===== src/rtl/bsg_fsb_murn_boot_sequencer.sv =====
// FSB master-side boot sequencer: walks every masked murn node through
// reset-assert, reset-deassert and enable, and later disable on request.
module bsg_fsb_murn_boot_sequencer #(
  parameter int width_p      = 16,
  parameter int nodes_p      = 4,
  parameter int reset_hold_p = 8
) (
  input  logic               clk_i,
  input  logic               reset_n_i,
  input  logic               start_i,
  input  logic               shutdown_i,
  input  logic [nodes_p-1:0] node_mask_i,
  output logic               v_o,
  output logic [width_p-1:0] data_o,
  input  logic               ready_i,
  output logic               busy_o,
  output logic               done_o
);

  localparam int idx_w_lp  = (nodes_p > 1) ? $clog2(nodes_p) : 1;
  localparam int hold_w_lp = (reset_hold_p > 1) ? $clog2(reset_hold_p) : 1;
  localparam logic [idx_w_lp-1:0]  last_idx_lp  = idx_w_lp'(nodes_p - 1);
  localparam logic [hold_w_lp-1:0] last_hold_lp = hold_w_lp'(reset_hold_p - 1);

  localparam logic [2:0] op_rst_assert_lp   = 3'b101;
  localparam logic [2:0] op_rst_deassert_lp = 3'b110;
  localparam logic [2:0] op_enable_lp       = 3'b010;
  localparam logic [2:0] op_disable_lp      = 3'b001;

  typedef enum logic [2:0] {
    IDLE, ASSERT, HOLD, DEASSERT, ENABLE, DONE, DISABLE
  } state_e;

  state_e               state_q, state_d;
  logic [idx_w_lp-1:0]  idx_q, idx_d;
  logic [hold_w_lp-1:0] hold_q, hold_d;
  logic [nodes_p-1:0]   mask_q, mask_d;

  logic                 iterating;
  logic [2:0]           opcode;
  state_e               phase_next;

  // NOTE: every output and _d is given a default before the case so no
  // path leaves a value unassigned; that is what keeps this block latch-free.
  always_comb begin
    state_d    = state_q;
    idx_d      = idx_q;
    hold_d     = hold_q;
    mask_d     = mask_q;
    v_o        = 1'b0;
    data_o     = '0;
    busy_o     = 1'b0;
    done_o     = 1'b0;
    iterating  = 1'b0;
    opcode     = 3'b000;
    phase_next = state_q;

    unique case (state_q)
      IDLE: begin
        if (start_i) begin
          mask_d  = node_mask_i;
          idx_d   = '0;
          state_d = ASSERT;
        end
      end
      ASSERT: begin
        busy_o     = 1'b1;
        iterating  = 1'b1;
        opcode     = op_rst_assert_lp;
        phase_next = HOLD;
      end
      HOLD: begin
        busy_o = 1'b1;
        if (hold_q == last_hold_lp) state_d = DEASSERT;
        else                        hold_d  = hold_q + hold_w_lp'(1);
      end
      DEASSERT: begin
        busy_o     = 1'b1;
        iterating  = 1'b1;
        opcode     = op_rst_deassert_lp;
        phase_next = ENABLE;
      end
      ENABLE: begin
        busy_o     = 1'b1;
        iterating  = 1'b1;
        opcode     = op_enable_lp;
        phase_next = DONE;
      end
      DONE: begin
        done_o = 1'b1;
        // Shutdown takes priority over a simultaneous restart request.
        if (shutdown_i) begin
          state_d = DISABLE;
        end else if (start_i) begin
          mask_d  = node_mask_i;
          state_d = ASSERT;
        end
      end
      DISABLE: begin
        busy_o     = 1'b1;
        iterating  = 1'b1;
        opcode     = op_disable_lp;
        phase_next = IDLE;
      end
      default: state_d = IDLE;
    endcase

    // Unmasked nodes burn one silent cycle; masked ones wait for the handshake.
    if (iterating) begin
      v_o = mask_q[idx_q];
      if (v_o) data_o = {4'(idx_q), opcode, 9'd0};
      if (!mask_q[idx_q] || ready_i) begin
        if (idx_q == last_idx_lp) begin
          idx_d   = '0;
          hold_d  = '0;
          state_d = phase_next;
        end else begin
          idx_d = idx_q + idx_w_lp'(1);
        end
      end
    end
  end

  // NOTE: state registers use non-blocking assignments so every flop samples
  // the pre-edge value of the others, independent of statement order.
  always_ff @(posedge clk_i or negedge reset_n_i) begin
    if (!reset_n_i) begin
      state_q <= IDLE;
      idx_q   <= '0;
      hold_q  <= '0;
      mask_q  <= '0;
    end else begin
      state_q <= state_d;
      idx_q   <= idx_d;
      hold_q  <= hold_d;
      mask_q  <= mask_d;
    end
  end

endmodule

===== config.mk =====
export PLATFORM = sky130hd
export DESIGN_NAME = bsg_fsb_murn_boot_sequencer
export DESIGN_NICKNAME = d
export VERILOG_FILES = /design/src/rtl/bsg_fsb_murn_boot_sequencer.sv
export SDC_FILE = /design/constraint.sdc
export NUM_CORES = 1
export LEC_CHECK = 0
export ABC_AREA = 1
export CAP_MARGIN = 20
export CELL_PAD_IN_SITES_DETAIL_PLACEMENT = 1
export CELL_PAD_IN_SITES_GLOBAL_PLACEMENT = 1
export CORE_MARGIN = 8
export CORE_UTILIZATION = 33
export CTS_BUF_LIST = sky130_fd_sc_hd__clkbuf_8
export DETAILED_ROUTE_END_ITERATION = 6
export HOLD_SLACK_MARGIN = 0.05
export PLACE_DENSITY = 0.88
export SYNTH_ARGS = -nofsm -noshare
export SYNTH_HDL_FRONTEND = slang
export SYNTH_SLANG_ARGS = --single-unit

===== constraint.sdc =====
create_clock -name clk_i -period 2.3 [get_ports clk_i]
set_clock_uncertainty 0.15 [all_clocks]
set_input_delay 0.23 -clock clk_i [delete_from_list [all_inputs] [get_ports clk_i]]
set_output_delay 0.23 -clock clk_i [all_outputs]
set_load 0.05 [all_outputs]

==> flow_summary.ini <==
[synth]
ys_types = 17
avgSynthCellArea_sq_um = 6.702
ys_seq_elements = 12
yosysWarnings = 0
syn_area_sq_um = 958.4
synthCells = 143
synth.yosys.seq_area_share = 0.3133

[floorplan]
dieHeight_microns = 69.89
start_util = 0.3475
die_w_microns = 69.89
fp-row-count = 19
io_pins = 28
die-area_sq_um = 4885
coreArea_sq_um = 2758

[sta]
tns_ns = 0
fmax_mhz = 445.3
worst_slew_pin_slew_ns = 0.5800
post-route-min-period_ns = 2.246
max_slew_margin = 0.6121
fin_crit_sh = 0.9764
whs_ns = 0.1994
setup_viol = 0
hold_viol = 0
drv_slew = 0

[setup_path]
path_class = reg -> out
endpoint_kind = output pin
ff2ff_path_depth = 6
worstReg2RegStart = state_q[0]
crit_start = state_q[0]
worstPathArrival_ns = 1.87
crit_required_ns = 1.92
startpoint_type = flop
path_max_fanout = 6

[power]
peakVddDrop_uv = 1115
p_per_area_nw_per_um2 = 1395
p_leak_nw = 0.7332

[run]
drv_cap = 0

[final_layout]
drive_gt1_frac = 0.2105
fill_cells = 361
fin_nets = 187
num_antenna_cells = 0
area_growth_pct = 41.38

[routing]
drtIter0Drc = 24
wl_per_cell_microns = 14.81
drtAntennaViolNets = 0
dr.pass1.iters = 4
num_vias = 990
drc = 0
viasPerCell = 4.901
wl_microns = 2992

[global_route]
grt_pass1_wl_microns = 4912
antenna_found_initial = 0
grtUsageTotal = 0.1207
grt_pass1_vias = 1105
gr-total-overflow = 0
grt_max_degree = 13

[cts]
cts_sinks = 12
clock-root-buffer = clkbuf_8
insertion_delay_ns = 0.25
cts_buffers = 3
htree_levels = 1
cts_buffer_depth = 2
cts_hold_buf = 0
path_clk_slew_ns = 0.06
cts_tree = yes

[placed_design]
place.gp.congestion = 0.8781
dp_hpwl_microns = 2265
numPortBuffers = 16

[outcome]
outcome = finished, final reports clean

[worst_hold_path]
holdCritPathClass = in -> async
## cell families (layout without fill, tap and decap cells)
| kind of cell | after synthesis | after routing | share of synthesized area |
|---|---|---|---|
| and+or+nand+nor | 71 | 71 | 0.3238 |
| buffers and inverters | 36 | 54 | 0.1841 |
| AOI/OAI and AO/OA | 16 | 16 | 0.08747 |
| DFF | 12 | 12 | 0.3133 |
| adders and majority gates | 6 | 6 | 0.07833 |
| other | 1 | 11 | 0.003913 |
| xor gates and xnor gates | 1 | 1 | 0.009140 |
## layout make-up
type | count | area (sq um) | area share
inverter | 25 | 101.3 | 0.07479
timing repair buffer | 25 | 287.8 | 0.2124
multi-input combinational | 105 | 569.3 | 0.4201
sequential | 12 | 302.8 | 0.2235
clock buffer | 4 | 55.05 | 0.04063
tap | 31 | 38.79 | 0.02862
## critical path, stage by stage (launching register included)
cell and delay (ns):
dfrtp_2 0.43, clkinvlp_4 0.20, ha_4 0.33, inv_1 0.09
nor2_4 0.16, inv_2 0.10, a21oi_4 0.14, buf_12 0.15
## cell usage in the layout (no fill, tap or decap), drive strengths merged, types with 2 or more instances in the layout
master         synthesis  layout
nand2                 37      37
inv                   25      23
nor2                  17      17
buf                   11      16
nand3                 13      13
dfrtp                 12      12
conb                   1      11
clkdlybuf4s50          0       8
o21ai                  8       8
a21oi                  8       8
ha                     6       6
nand4                  4       4
clkbuf                 0       4
clkinvlp               0       2
## layer usage
layer	global-route usage	up-vias	wire length (microns)
li1	-	479	-
met1	0.1216	487	1239
met2	0.2223	19	1598
met3	0.03107	5	104
met4	0.06027	0	50
met5	0	-	0
## path summary, 6_finish.rpt
check / endpoint / slack (ns)
setup / recovery: data_o[9] / 0.05
hold / removal: mask_q[2] / 0.20
setup reg to reg: state_q[1] / 0.48
hold reg to reg: hold_q[2] / 0.35
max in group asynchronous: state_q[2] / 1.39
min in group clk_i: hold_q[2] / 0.35
## flip-flops by register name, summed over array words and instances (netlist names)
signal,cells
mask_q,4
hold_q,3
state_q,3
idx_q,2
## synthesized netlist by cell type
cell	number	area, sq um
nand3_1	12	60.06
nor2_4	1	11.26
ha_1	6	75.07
o21ai_2	1	8.760
nand3_2	1	10.01
nand2_2	2	12.51
nor2_1	16	60.06
dfrtp_1	12	300.3
inv_1	24	90.09
buf_4	11	82.58
nand2_1	35	131.4
inv_2	1	3.750
nand4_1	4	25.02
xor2_1	1	8.760
o21ai_0	7	35.03
a21oi_1	8	40.04
conb_1	1	3.750
## power by group
part	switching (W)	internal (W)	total [W]
sequential	0.0000829	0.000305	0.000388
clock	0.0000864	0.000152	0.000238
combinational	0.000788	0.000475	0.00126
## stage by stage
step	instance area [sq um]	total power [W]	util	worst slack [ns]	cells
6_report	1355	0.001890	0.4914	0.05424	202
5_1_grt	1355	0.002022	0.4914	-0.02787	202
4_1_cts	1277	0.001824	0.4632	0.005085	193
3_5_place_dp	1207	0.001552	0.4378	0.08239	189
3_3_place_gp	1207	0.001491	0.4378	0.2335	189
2_1_floorplan	1033	0.001138	-	0.002585	153
## what timing repair did
item                                    CTS  global route
setup buffers                             0             9
endpoints found under the setup margin    3             3
gates cloned                              0             0
pin swaps                                 0             1
resized for setup                         4             4
Power figures use the tool's default switching activity.
